File: config.mk
export PLATFORM = sky130hd
export DESIGN_NAME = ram_lane_scheduler_flat
export DESIGN_NICKNAME = d
export VERILOG_FILES = /design/src/rtl/ram_lane_scheduler_if.sv /design/src/rtl/ram_lane_scheduler.sv /design/src/flat_wrapper.sv
export SDC_FILE = /design/constraint.sdc
export NUM_CORES = 1
export LEC_CHECK = 0
export ABC_AREA = 0
export BUFFER_PORTS_ARGS = -buffer_cell sky130_fd_sc_hd__buf_2
export CAP_MARGIN = 20
export CORE_MARGIN = 2
export CORE_UTILIZATION = 41
export CTS_BUF_LIST = sky130_fd_sc_hd__clkbuf_2 sky130_fd_sc_hd__clkbuf_4 sky130_fd_sc_hd__clkbuf_8
export CTS_CLUSTER_SIZE = 40
export DETAILED_ROUTE_END_ITERATION = 16
export HOLD_SLACK_MARGIN = 0.1
export PLACE_DENSITY_LB_ADDON = 0.15
export SLEW_MARGIN = 15
export SYNTH_ARGS = -nofsm -noshare
export SYNTH_HDL_FRONTEND = slang
export SYNTH_SLANG_ARGS = --single-unit
File: constraint.sdc
create_clock -name clk -period 3.65 [get_ports clk]
set_input_delay 0 -clock clk [delete_from_list [all_inputs] [get_ports clk]]
set_output_delay 0 -clock clk [all_outputs]
set_load 0.005 [all_outputs]
File: src/rtl/ram_lane_scheduler_if.sv
// ram_lane_scheduler_if: bundle of the three requester lanes and the shared 3-lane RAM port
// Lane side: lane_req/lane_we/lane_addr/lane_wdata in, lane_rdata/lane_ack out (lane i at slice i).
// RAM side: mem_read/mem_write/mem_address/mem_data_in out, mem_data_out in.
// slave = the scheduler, master = the requesters plus the RAM.
interface ram_lane_scheduler_if #(parameter int DATA_LEN = 16, parameter int ADDRESS_LEN = 8);
  logic [2:0] lane_req, lane_we, lane_ack;
  logic [3*ADDRESS_LEN-1:0] lane_addr, mem_address;
  logic [3*DATA_LEN-1:0] lane_wdata, lane_rdata, mem_data_in, mem_data_out;
  logic mem_read, mem_write;
  modport master (output lane_req, lane_we, lane_addr, lane_wdata, mem_data_out,
                  input lane_rdata, lane_ack, mem_read, mem_write, mem_address, mem_data_in);
  modport slave (input lane_req, lane_we, lane_addr, lane_wdata, mem_data_out,
                 output lane_rdata, lane_ack, mem_read, mem_write, mem_address, mem_data_in);
endinterface

File: src/rtl/ram_lane_scheduler.sv
// ram_lane_scheduler: batches read/write requests of three lanes into single shared-RAM cycles
// Ports: clk, reset (sync, active high), bus (ram_lane_scheduler_if.slave: lane handshake + RAM port).
// Optional RAM_SCHED_SERIALIZE_EN: same-address writes are split into successive write batches in lane order.
module ram_lane_scheduler #(parameter int DATA_LEN = 16, parameter int ADDRESS_LEN = 8) (
  input logic clk,
  input logic reset,
  ram_lane_scheduler_if.slave bus
);
  typedef enum logic [1:0] {IDLE, RD_ISSUE, RD_DONE, WR_ISSUE} state_t;
  state_t state_q, state_d;
  logic [2:0] pend_q, pend_d, we_q, we_d, grant_q, grant_d, ack_q, ack_d;
  logic [2:0][ADDRESS_LEN-1:0] addr_q, addr_d, mem_addr_q, mem_addr_d, lane_addr, addr_all;
  logic [2:0][DATA_LEN-1:0] wdata_q, wdata_d, rdata_q, rdata_d, mem_din_q, mem_din_d;
  logic [2:0][DATA_LEN-1:0] lane_wdata, mem_dout, wdata_all;
  logic last_wr_q, last_wr_d, force_wr_q, force_wr_d;
  logic mem_read_q, mem_read_d, mem_write_q, mem_write_d, pick_wr;
  logic [2:0] new_l, we_all, rd_l, wr_l, wr_g, gmask;
  logic [1:0] lo;
  assign lane_addr = bus.lane_addr;
  assign lane_wdata = bus.lane_wdata;
  assign mem_dout = bus.mem_data_out;
  assign bus.lane_rdata = rdata_q;
  assign bus.lane_ack = ack_q;
  assign bus.mem_read = mem_read_q;
  assign bus.mem_write = mem_write_q;
  assign bus.mem_address = mem_addr_q;
  assign bus.mem_data_in = mem_din_q;
  // last_wr: the next read/write tie goes to writes; it flips only on such ties.
  // force_wr: a write batch left colliding writes behind, so the next batch is writes again.
  always_comb begin
    new_l = bus.lane_req & ~pend_q & ~ack_q;
    for (int i = 0; i < 3; i++) begin
      we_all[i] = new_l[i] ? bus.lane_we[i] : we_q[i];
      addr_all[i] = new_l[i] ? lane_addr[i] : addr_q[i];
      wdata_all[i] = new_l[i] ? lane_wdata[i] : wdata_q[i];
    end
    rd_l = (pend_q | new_l) & ~we_all;
    wr_l = (pend_q | new_l) & we_all;
    wr_g = wr_l;
`ifdef RAM_SCHED_SERIALIZE_EN
    for (int i = 1; i < 3; i++)
      for (int j = 0; j < i; j++)
        if (wr_l[j] && addr_all[j] == addr_all[i]) wr_g[i] = 1'b0;
`endif
    pick_wr = |wr_l && (~|rd_l || last_wr_q || force_wr_q);
    gmask = pick_wr ? wr_g : rd_l;
    lo = gmask[0] ? 2'd0 : gmask[1] ? 2'd1 : 2'd2;
    state_d = state_q;
    pend_d = pend_q;
    we_d = we_q;
    addr_d = addr_q;
    wdata_d = wdata_q;
    grant_d = grant_q;
    last_wr_d = last_wr_q;
    force_wr_d = force_wr_q;
    mem_read_d = 1'b0;
    mem_write_d = 1'b0;
    mem_addr_d = mem_addr_q;
    mem_din_d = mem_din_q;
    ack_d = '0;
    rdata_d = rdata_q;
    case (state_q)
      IDLE: begin
        pend_d = pend_q | new_l;
        we_d = we_all;
        addr_d = addr_all;
        wdata_d = wdata_all;
        if (|(rd_l | wr_l)) begin
          state_d = pick_wr ? WR_ISSUE : RD_ISSUE;
          mem_write_d = pick_wr;
          mem_read_d = !pick_wr;
          grant_d = gmask;
          force_wr_d = pick_wr && |(wr_l & ~wr_g);
          last_wr_d = (|rd_l && |wr_l && !force_wr_q) ? !pick_wr : last_wr_q;
          // idle RAM lanes mirror the lowest granted lane so they cannot disturb memory
          for (int i = 0; i < 3; i++) begin
            mem_addr_d[i] = gmask[i] ? addr_all[i] : addr_all[lo];
            mem_din_d[i] = gmask[i] ? wdata_all[i] : wdata_all[lo];
          end
        end
      end
      RD_ISSUE: state_d = RD_DONE;
      RD_DONE: begin
        for (int i = 0; i < 3; i++)
          if (grant_q[i]) rdata_d[i] = mem_dout[i];
        ack_d = grant_q;
        pend_d = pend_q & ~grant_q;
        state_d = IDLE;
      end
      default: begin
        ack_d = grant_q;
        pend_d = pend_q & ~grant_q;
        state_d = IDLE;
      end
    endcase
  end
  always_ff @(posedge clk) begin
    if (reset) begin
      state_q <= IDLE;
      pend_q <= '0;
      we_q <= '0;
      addr_q <= '0;
      wdata_q <= '0;
      grant_q <= '0;
      last_wr_q <= 1'b0;
      force_wr_q <= 1'b0;
      mem_read_q <= 1'b0;
      mem_write_q <= 1'b0;
      mem_addr_q <= '0;
      mem_din_q <= '0;
      ack_q <= '0;
      rdata_q <= '0;
    end else begin
      state_q <= state_d;
      pend_q <= pend_d;
      we_q <= we_d;
      addr_q <= addr_d;
      wdata_q <= wdata_d;
      grant_q <= grant_d;
      last_wr_q <= last_wr_d;
      force_wr_q <= force_wr_d;
      mem_read_q <= mem_read_d;
      mem_write_q <= mem_write_d;
      mem_addr_q <= mem_addr_d;
      mem_din_q <= mem_din_d;
      ack_q <= ack_d;
      rdata_q <= rdata_d;
    end
  end
endmodule

File: src/flat_wrapper.sv
// flat-port wrapper written by rule: the top's interface ports become plain ports
module ram_lane_scheduler_flat 
#(parameter int DATA_LEN = 16, parameter int ADDRESS_LEN = 8)
  (clk, reset, bus_lane_req, bus_lane_we, bus_lane_addr, bus_lane_wdata, bus_mem_data_out, bus_lane_rdata, bus_lane_ack, bus_mem_read, bus_mem_write, bus_mem_address, bus_mem_data_in);
  ram_lane_scheduler_if #(.DATA_LEN(DATA_LEN), .ADDRESS_LEN(ADDRESS_LEN)) bus_i ();
  input logic clk;
  input logic reset;
  input wire logic [$bits(bus_i.lane_req)-1:0] bus_lane_req;
  input wire logic [$bits(bus_i.lane_we)-1:0] bus_lane_we;
  input wire logic [$bits(bus_i.lane_addr)-1:0] bus_lane_addr;
  input wire logic [$bits(bus_i.lane_wdata)-1:0] bus_lane_wdata;
  input wire logic [$bits(bus_i.mem_data_out)-1:0] bus_mem_data_out;
  output wire logic [$bits(bus_i.lane_rdata)-1:0] bus_lane_rdata;
  output wire logic [$bits(bus_i.lane_ack)-1:0] bus_lane_ack;
  output wire logic [$bits(bus_i.mem_read)-1:0] bus_mem_read;
  output wire logic [$bits(bus_i.mem_write)-1:0] bus_mem_write;
  output wire logic [$bits(bus_i.mem_address)-1:0] bus_mem_address;
  output wire logic [$bits(bus_i.mem_data_in)-1:0] bus_mem_data_in;
  assign bus_i.lane_req = bus_lane_req;
  assign bus_i.lane_we = bus_lane_we;
  assign bus_i.lane_addr = bus_lane_addr;
  assign bus_i.lane_wdata = bus_lane_wdata;
  assign bus_i.mem_data_out = bus_mem_data_out;
  assign bus_lane_rdata = bus_i.lane_rdata;
  assign bus_lane_ack = bus_i.lane_ack;
  assign bus_mem_read = bus_i.mem_read;
  assign bus_mem_write = bus_i.mem_write;
  assign bus_mem_address = bus_i.mem_address;
  assign bus_mem_data_in = bus_i.mem_data_in;
  ram_lane_scheduler #(.DATA_LEN(DATA_LEN), .ADDRESS_LEN(ADDRESS_LEN)) u_core (.clk(clk), .reset(reset), .bus(bus_i));
endmodule
## Yosys cells after proc, flatten, opt, wreduce, memory -nomap -nowiden

Cells that the tools add are included.

- Flip-flop bits (word level): 210
- Bits in latches: 0
- RAM bits: 0
- ROM bits: 0
- Bits of input ports: 128
- Output and inout port bits: 125
- Logic and storage cells: 90
- Memories kept: 0

- Add/sub/neg operators: 0
- Multipliers: 0
- Div/mod/pow operators: 0
- Magnitude comparators: 1
- Eq/ne operators: 3
- Shifts and indexed selects: 0
- Muxes and demuxes: 26
- Bitwise gates (word level): 15
- Reductions and logical operators: 21

Operator list:

| kind | count |
|---|---|
| 16-bit 2-to-1 mux | 7 |
| 8-bit 2-to-1 mux | 7 |
| 16-bit binary-select mux with 2-bit select | 1 |
| 3-bit bitwise AND | 6 |
| 3-bit OR reduction | 6 |
| 8-bit binary-select mux with 2-bit select | 1 |
| 3-bit NOT | 5 |
| 2-bit 2-to-1 mux | 4 |
| 2-bit AND reduction | 4 |
| 3-bit OR | 2 |
| 3-bit one-hot mux with 2 select lines | 1 |
| 1-bit logical AND | 4 |
| 2-bit one-hot mux with 2 select lines | 1 |
| 1-bit zero test | 3 |
| 2-bit by 3-bit < comparator with 1-bit output (second input constant) | 1 |
| 1-bit 2-to-1 mux | 3 |
| 3-bit 2-to-1 mux | 1 |
| 3-bit AND reduction | 1 |
| 2-bit by 1-bit equality test with 1-bit output (second input constant) | 1 |
| 2-bit equality test (second input constant) | 1 |
| 2-bit zero test | 1 |
| 1-bit logical OR | 2 |
| 2-bit by 1-bit inequality test with 1-bit output (second input constant) | 1 |
| 1-bit NOT | 2 |

## Longest topological paths before layout

Gate-level depths: netlist of run 1.

- Word-level depth: 17
- Gate-level depth with buffers: 10
- Gate-level depth less buffers: 6

## Least setup slack after synthesis of run 1

Ideal clock, no wire load.

- Path type: reg-to-reg
- From: register u_core.ack_q[1], in the netlist u_core.bus.lane_ack[1]
- To: register u_core.mem_addr_q (netlist bit u_core.bus.mem_address[6])
- Setup time: 88 ps
- Data arrival time: 2092 ps
- Setup slack: 1470 ps
- Stages on the path, launching flop included: 10
- Clock period less this slack: 2180 ps
- Path through: dfxtp_1 nand2b_1 buf_2 o31ai_4 a211oi_4 or3_1 buf_4 buf_6 a221o_1 a311oi_2

- Word-level cells in the longest chain between the ends: 16
- Elaborated cells between the ends (all ways): 23
- Classes of those cells: mux: 8; bitwise: 7; reduce/logical: 8

Ends and longest elaborated chain:

| what | RTL line | source |
|---|---|---|
| start: declaration | ram_lane_scheduler.sv:11 | `logic [2:0] pend_q, pend_d, we_q, we_d, grant_q, grant_d, ack_q, ack_d;` |
| start signal: assignment | ram_lane_scheduler.sv:126 | `ack_q <= ack_d;` |
| 3-bit NOT (*) | ram_lane_scheduler.sv:31 | `new_l = bus.lane_req & ~pend_q & ~ack_q;` |
| 3-bit bitwise AND (*) | ram_lane_scheduler.sv:31 |  |
| 1-bit 2-to-1 mux | ram_lane_scheduler.sv:33 | `we_all[i] = new_l[i] ? bus.lane_we[i] : we_q[i];` |
| 3-bit NOT | ram_lane_scheduler.sv:37 | `rd_l = (pend_q \| new_l) & ~we_all;` |
| 3-bit bitwise AND | ram_lane_scheduler.sv:37 |  |
| 3-bit OR reduction | ram_lane_scheduler.sv:45 | `pick_wr = \|wr_l && (~\|rd_l \|\| last_wr_q \|\| force_wr_q);` |
| 1-bit zero test | ram_lane_scheduler.sv:45 |  |
| 1-bit logical OR (2 in a row) | ram_lane_scheduler.sv:45 |  |
| 1-bit logical AND | ram_lane_scheduler.sv:45 |  |
| 3-bit 2-to-1 mux | ram_lane_scheduler.sv:46 | `gmask = pick_wr ? wr_g : rd_l;` |
| 2-bit 2-to-1 mux (2 in a row) | ram_lane_scheduler.sv:47 | `lo = gmask[0] ? 2'd0 : gmask[1] ? 2'd1 : 2'd2;` |
| 8-bit binary-select mux with 2-bit select | ram_lane_scheduler.sv:77 | `mem_addr_d[i] = gmask[i] ? addr_all[i] : addr_all[lo];` |
| 8-bit 2-to-1 mux (implied by the code) | ram_lane_scheduler.sv:77 |  |
| 8-bit 2-to-1 mux | ram_lane_scheduler.sv:77 |  |
| end signal: assignment | ram_lane_scheduler.sv:124 | `mem_addr_q <= mem_addr_d;` |
| end: declaration | ram_lane_scheduler.sv:12 | `logic [2:0][ADDRESS_LEN-1:0] addr_q, addr_d, mem_addr_q, mem_addr_d, lane_addr, addr_all;` |

Every way passes the cells marked *; elsewhere a longest branch is shown, timed or not. The select of a mux whose other input is x is not followed.
A chain may end at the register's enable or synchronous reset.

## Final worst setup path of run 1

- From: register u_core.pend_q[2]
- To: register u_core.mem_addr_q (netlist bit u_core.bus.mem_address[1])

- Word-level cells in the longest chain between the ends: 17
- Elaborated cells between the ends (all ways): 24
- Classes of those cells: mux: 8; bitwise: 8; reduce/logical: 8

Ends and longest elaborated chain:

| what | RTL line | source |
|---|---|---|
| start: declaration | ram_lane_scheduler.sv:11 |  |
| start signal: assignment | ram_lane_scheduler.sv:115 | `pend_q <= pend_d;` |
| 3-bit NOT | ram_lane_scheduler.sv:31 |  |
| 3-bit bitwise AND (2 in a row) | ram_lane_scheduler.sv:31 |  |
| 1-bit 2-to-1 mux | ram_lane_scheduler.sv:33 |  |
| 3-bit NOT | ram_lane_scheduler.sv:37 |  |
| 3-bit bitwise AND | ram_lane_scheduler.sv:37 |  |
| 3-bit OR reduction | ram_lane_scheduler.sv:45 |  |
| 1-bit zero test | ram_lane_scheduler.sv:45 |  |
| 1-bit logical OR (2 in a row) | ram_lane_scheduler.sv:45 |  |
| 1-bit logical AND | ram_lane_scheduler.sv:45 |  |
| 3-bit 2-to-1 mux | ram_lane_scheduler.sv:46 |  |
| 2-bit 2-to-1 mux (2 in a row) | ram_lane_scheduler.sv:47 |  |
| 8-bit binary-select mux with 2-bit select | ram_lane_scheduler.sv:77 |  |
| 8-bit 2-to-1 mux (implied by the code) | ram_lane_scheduler.sv:77 |  |
| 8-bit 2-to-1 mux | ram_lane_scheduler.sv:77 |  |

Parallel ways exist; a longest one is shown, timed or not. The select of a mux whose other input is x is not followed.

==> results of run 1 <==
-- worst paths after layout --
check | start | endpoint
worst max register to register | u_core.pend_q[2]$_SDFFE_PP0N_ | u_core.bus.mem_address[1]$_SDFFE_PP0P_
worst max-delay path | u_core.pend_q[2]$_SDFFE_PP0N_ | u_core.bus.mem_address[1]$_SDFFE_PP0P_
worst min register to register | u_core.bus.lane_rdata[17]$_SDFFE_PP0P_ | u_core.bus.lane_rdata[17]$_SDFFE_PP0P_
worst min-delay path | bus_mem_data_out[8] | u_core.bus.lane_rdata[8]$_SDFFE_PP0P_
-- state kept, by name (all words and copies together) (netlist names) --
| signal | count |
|---|---|
| u_core.addr_q | 24 |
| u_core.bus.mem_data_in | 48 |
| u_core.bus.lane_rdata | 48 |
| u_core.pend_q | 3 |
| u_core.grant_q | 3 |
| u_core.last_wr_q | 1 |
| u_core.wdata_q | 48 |
| u_core.bus.mem_write | 1 |
| u_core.state_q | 2 |
| u_core.bus.mem_address | 24 |
| u_core.bus.lane_ack | 3 |
| u_core.we_q | 3 |
| u_core.bus.mem_read | 1 |
-- repair_timing --
action	in CTS	in global routing
hold buffers	146	0
endpoints found under the hold margin	191	0
buffers inserted	0	0
-- synth_stat cells, drive strengths merged, types with 2 or more instances --
library cell,number
o21a,25
nand2b,9
nand2,130
a311o,24
mux2,24
nor2b,27
a211oi,74
o21bai,3
a21oi,58
nor4bb,2
nor2,187
o31a,3
o211ai,24
nand3,6
buf,37
and2,9
a2111oi,2
nor3,27
dfxtp,209
mux2i,48
clkbuf,72
a221o,24
o221ai,24
a31oi,24
a311oi,25
-- cells by family (layout without fill, tap and decap cells) --
family / Yosys count / count (layout) / synth area share
and+or+nand+nor: 402 / 402 / 0.1778
DFF: 209 / 209 / 0.4247
muxes: 72 / 72 / 0.07620
AOI/OAI and AO/OA: 315 / 315 / 0.2689
xor gates and xnor gates: 1 / 1 / 0.0008892
buffers and inverters: 110 / 488 / 0.05156
-- per-layer routing --
layer	up-vias	global-route usage	share of wire
met5	-	0	0
met4	0	0.08264	0.024
met3	61	0.05731	0.072
met2	395	0.4049	0.44
met1	4576	0.3495	0.46
li1	4747	-	-
-- tightest hold or removal path: cells and delay by family --
kind            cells  cell delay, ns
buf+inv             2            0.65
compound gates      1            0.05
simple gates        1            0.04
-- stage by stage --
step           setup slack, ns  cells  hold slack (ns)
3_5_place_dp            0.8164   1594           0.2488
3_3_place_gp            0.9105   1594           0.2423
6_report                0.7883   1806           0.2737
2_1_floorplan            1.470   1109           0.1360
4_1_cts                 0.8004   1806           0.2447
5_1_grt                 0.5493   1806           0.2699
-- final cells by class --
| class | count | area [µm²] |
|---|---|---|
| Fill cell | 2083 | 9991 |
| Clock buffer | 63 | 767.0 |
| Inverter | 1 | 3.754 |
| Tap cell | 319 | 399.1 |
| Sequential cell | 209 | 4184 |
| Clock inverter | 3 | 17.52 |
| Multi-Input combinational cell | 790 | 5216 |
| Timing Repair Buffer | 421 | 2964 |
-- report_power, final --
group | internal [µW] | total [µW] | switching (µW)
combinational | 1730 | 4190 | 2460
sequential | 2910 | 3350 | 440
clock | 1320 | 2280 | 966
total | 5960 | 9820 | 3870
==> key figures, run 1 <==
Run status
  – Outcome: finished clean

Global routing
  – Antenna violations before repair: 0
  – Global-route wire length before repair: 52.96 mm
  – GR Util All Layers: 0.2566
  – Vias in the first global route: 9540
  – Largest net degree at the start of global routing: 114
  – Overflow left after global routing: 0

Drt
  – Vias/cell: 5.415
  – Pre-antenna DRT Iters: 7
  – DRC errors left: 0
  – WL final: 33.49 mm
  – Average routed wire per standard cell: 18.54 µm
  – DRT iter0 DRCs: 807
  – Antenna Nets Post-Route: 0
  – Via count: 9779

Finish
  – P&R area growth vs syn: 37.55%
  – Core Util, Final: 0.5756
  – Ant diodes: 0
  – Share of cells above drive strength 1: 0.2838
  – Most common cell after layout, fill and taps aside: buf_2
  – Commonest cells after routing, fill and taps aside: buf_2, dfxtp_1, nor2_1
  – NumNets Final: 1588
  – Finished Cell Area: 13550 µm²

Clock network
  – Htree depth: 2
  – CTS sink cnt: 209
  – Clk buf depth: 3
  – Clk slew on worst S/H paths: 0.06 ns
  – CTS tree: built
  – Total CTS buffers: 37
  – Root Driver: clkbuf_8
  – Post_cts resized: 0
  – Clock latency at the later pin of the worst-skew pair: 0.53 ns

Placed design
  – Port Buffers: 252
  – Gpl congestion: 0.8299
  – Post-place instance area: 11310 µm²
  – Post-DP HPWL: 21.60 mm

Logic synthesis
  – Ys Warns: 0
  – Synth Cell Area: 9852 µm²
  – Number of synthesized flops with an enable pin: 0
  – Seq/Total Area, Yosys: 0.4247
  – Net count after synthesis: 1237
  – Cell taking the most area after synthesis: dfxtp_1
  – Synth cell types: 48
  – Synth area leaders: dfxtp_1, nor2_1, nand2_1
  – Synth Register Bits: 209
  – Mean area per synthesized cell: 8.884 µm²
  – Asr flop ratio synth: 0
  – Area share of the largest cell type after synthesis: 0.4247
  – Gate Count Post-Synth: 1109
  – Synth Flop Type: dfxtp_1

Die
  – Die ar.: 25290 µm²
  – Initial core utilization: 0.4185
  – # rows: 56
  – Core box area: 23540 µm²
  – Die Ht: 159.0 µm
  – DIE WIDTH: 159.0 µm
  – # IOs: 253

Critical path
  – Worst Setup End Kind: register
  – CP required: 4.08 ns
  – Worst Path Arrival: 3.29 ns
  – Critical-path top delay cell: a21oi_2
  – WS Path Type: register to register
  – CP Max Fanout: 28
  – Crit-path cells: nor4bb_4 > nor2_4 > a21oi_2 > o22ai_4 > buf_12 > a221o_1 > a311oi_2
  – CP Launch Type: register
  – Reg2Reg Setup Slack: 0.79 ns
  – Worst reg2reg path depth: 7
  – WP depth: 7
  – Worst path top cell family by delay: compound AO/OA/AOI/OAI gates
  – Delay of the slowest cell on the worst path: 0.59 ns
  – WP buf/inv: 1

Pwr
  – Max IR drop VDD: 0.0004892 V
  – Leakage: 0.005626 µW
  – Pwr dens: 724.9 nW/µm²
  – Pwr Total: 9824 µW

STA
  – Tightest Pin Transition: 1.042 ns
  – Slew headroom: 0.3055
  – RSZ-0062 raised after global routing: no
  – F_max: 349.4 MHz
  – Slew Limit Fails: 0
  – Setup_tns: 0 ns
  – Clock Skew: 0.02346 ns
  – Final period util: 0.7840
  – Final Hold Vio Count: 0
  – Final setup viols: 0
  – Min cycle time layout: 2.862 ns

Job
  – Max Cap Viol: 0

Hold path
  – Min-delay worst type: input pin to register
  – Hold Path Cell Cnt: 4
Power figures use the tool's default switching activity.
==> run 2: changes to the inputs <==
- clock period: 3.65 -> 2.99 ns (I/O delays scaled with it)
==> run 2 against run 1 <==
Effect of this change: via count increased by 1.9%; combinational power increased by 26%; worst setup slack got worse by 0.51 ns; count of clock-buffer cells in the layout increased by 2; maximum frequency increased by 5.5%; non-clock buffer count increased by 24; critical endpoint is now u_core.bus.mem_data_in[19]$_SDFFE_PP0P_; highest routed layer unchanged.
==> key figures, run 2 (synthesis gave the netlist of run 1 again) <==
Clock network
  – Clock latency at the later pin of the worst-skew pair: 0.53 ns
  – CTS sink cnt: 209
  – Clk buf depth: 3
  – Htree depth: 2
  – Total CTS buffers: 39
  – CTS tree: built
  – Post_cts resized: 0
  – Root Driver: clkbuf_8
  – Clk slew on worst S/H paths: 0.06 ns

Drt
  – Antenna Nets Post-Route: 0
  – Vias/cell: 5.435
  – WL final: 33.87 mm
  – Via count: 9962
  – DRT iter0 DRCs: 897
  – DRC errors left: 0
  – Average routed wire per standard cell: 18.48 µm
  – Pre-antenna DRT Iters: 5

Critical path
  – Worst reg2reg path depth: 7
  – CP Launch Type: register
  – CP required: 3.43 ns
  – Worst path most repeated cell: buf_4
  – Delay of the slowest cell on the worst path: 0.65 ns
  – Critical-path top delay cell: o22a_1
  – Worst path top cell family by delay: compound AO/OA/AOI/OAI gates
  – Worst Setup End Kind: register
  – R2r endpoint: u_core.bus.mem_data_in[19]$_SDFFE_PP0P_
  – Reg2reg start: u_core.bus.lane_ack[0]$_SDFF_PP0_
  – WP buf/inv: 2
  – Worst Path Arrival: 3.15 ns
  – WS Path Type: register to register
  – Reg2Reg Setup Slack: 0.28 ns
  – CP Max Fanout: 27
  – Crit-path cells: nand2b_1 > o31a_1 > buf_4 > o22a_1 > buf_4 > o211ai_1 > a211oi_1

Global routing
  – Global-route wire length before repair: 53.32 mm
  – Largest net degree at the start of global routing: 127
  – Overflow left after global routing: 0
  – Antenna violations before repair: 0
  – GR Util All Layers: 0.2586
  – Vias in the first global route: 9512

Run status
  – Outcome: finished clean

Pwr
  – Psw: 4792 µW
  – Combinational power share: 0.428
  – Leakage: 0.005798 µW
  – Pwr dens: 891.5 nW/µm²
  – Flop pwr share: 0.331
  – Net Sw Frac: 0.3881
  – Clock share of power: 0.241
  – Pint: 7556 µW
  – Max IR drop VDD: 0.0004604 V

Hold path
  – Min-delay worst type: input pin to register
  – Hold Path End: u_core.bus.lane_rdata[4]$_SDFFE_PP0P_
  – HP Start: bus_mem_data_out[4]
  – Hold Path Cell Cnt: 4

Finish
  – Commonest cells after routing, fill and taps aside: buf_2, dfxtp_1, nor2_1
  – NumNets Final: 1614
  – P&R area growth vs syn: 40.58%
  – Share of cells above drive strength 1: 0.2926
  – Fillers: 2077
  – Most common cell after layout, fill and taps aside: buf_2
  – Ant diodes: 0
  – Core Util, Final: 0.5883

Job
  – Max Cap Viol: 0

STA
  – Final period util: 0.9071
  – Slew headroom: 0.4591
  – Slew Limit Fails: 0
  – Clock Skew: 0.02372 ns
  – F_max: 368.7 MHz
  – Final setup viols: 0
  – Tightest Pin Transition: 0.8029 ns
  – RSZ-0062 raised after global routing: no
  – Min cycle time layout: 2.712 ns
  – Setup_tns: 0 ns
  – Final Hold Vio Count: 0

Die
  – Core box area: 23540 µm²
  – Die ar.: 25290 µm²
  – DIE WIDTH: 159.0 µm
  – Initial core utilization: 0.4185
  – Die Ht: 159.0 µm
  – # IOs: 253
  – # rows: 56

Placed design
  – Post-DP HPWL: 21.29 mm
  – Gpl congestion: 0.8500
  – Port Buffers: 252
run 2: cell count changes in the layout (fill, tap and decap cells not counted):
cell,before,now
buf_12,5,8
clkbuf_4,16,15
clkbuf_8,47,50
clkinvlp_4,1,0
buf_4,18,32
bufinv_16,0,1
clkinv_2,2,3
dlygate4sd3_1,146,152
buf_6,1,2
run 2: layout make-up:
| type | instances | area [µm²] | share of cell area |
|---|---|---|---|
| Clock buffer | 65 | 800.8 | 0.05782 |
| Clock inverter | 4 | 45.04 | 0.003252 |
| Inverter | 1 | 3.754 | 0.0002710 |
| Multi-Input combinational cell | 790 | 5216 | 0.3766 |
| Sequential cell | 209 | 4184 | 0.3021 |
| Tap cell | 319 | 399.1 | 0.02882 |
| Timing Repair Buffer | 445 | 3201 | 0.2311 |
run 2: power groups by stage:
stage	logic (µW)	clock network [µW]	registers [µW]
after detailed placement	5020	0	4130
after global routing	5750	3160	4150
after CTS	5220	3030	4080
after floorplan	3470	0	3970
after global placement	4980	0	4120
final	5280	2980	4080
run 2: timing repair:
action                                 in CTS  in global routing
setup buffers                               0                  0
endpoints found under the hold margin     202                  0
hold buffers                              152                  0
run 2: worst max path at each step:
stage | cells after the start | to | start
detailed placement | 7 | u_core.bus.mem_data_in[36]$_SDFFE_PP0P_ | u_core.bus.lane_ack[0]$_SDFF_PP0_
global placement | 6 | u_core.bus.mem_data_in[35]$_SDFFE_PP0P_ | u_core.pend_q[0]$_SDFFE_PP0N_
global route | 7 | u_core.bus.mem_data_in[31]$_SDFFE_PP0P_ | u_core.bus.lane_ack[0]$_SDFF_PP0_
finish | 7 | u_core.bus.mem_data_in[19]$_SDFFE_PP0P_ | u_core.bus.lane_ack[0]$_SDFF_PP0_
CTS | 7 | u_core.bus.mem_data_in[36]$_SDFFE_PP0P_ | u_core.bus.lane_ack[0]$_SDFF_PP0_
floorplan | 9 | u_core.bus.mem_address[6]$_SDFFE_PP0P_ | u_core.bus.lane_ack[1]$_SDFF_PP0_
run 2: stage by stage:
| stage | instance area, µm² | std cells | hold WS (ns) | power, µW | setup WS, ns |
|---|---|---|---|---|---|
| floorplan | 9852 | 1109 | 0.1360 | 7440 | 0.8099 |
| CTS | 13840 | 1832 | 0.2237 | 12330 | 0.2841 |
| global route | 13850 | 1833 | 0.2482 | 13070 | 0.2285 |
| finish | 13850 | 1833 | 0.2497 | 12350 | 0.2778 |
| detailed placement | 11470 | 1611 | 0.2450 | 9149 | 0.3261 |
| global placement | 11470 | 1611 | 0.2417 | 9103 | 0.3493 |
run 2: routing by layer:
metal,vias to the layer above,wire (µm),part of all wire,GRT usage
li1,4810,-,-,-
met1,4667,15380,0.45,0.3631
met2,414,15000,0.44,0.4018
met3,71,2537,0.075,0.04819
met4,0,956,0.028,0.08471
met5,-,0,0,0
run 2: worst register-to-register path, cell delays in order, from the launching register on:
cell and delay, ns:
dfxtp_1 0.40, nand2b_1 0.26, o31a_1 0.27, buf_4 0.40, o22a_1 0.66, buf_4 0.29
o211ai_1 0.10, a211oi_1 0.24
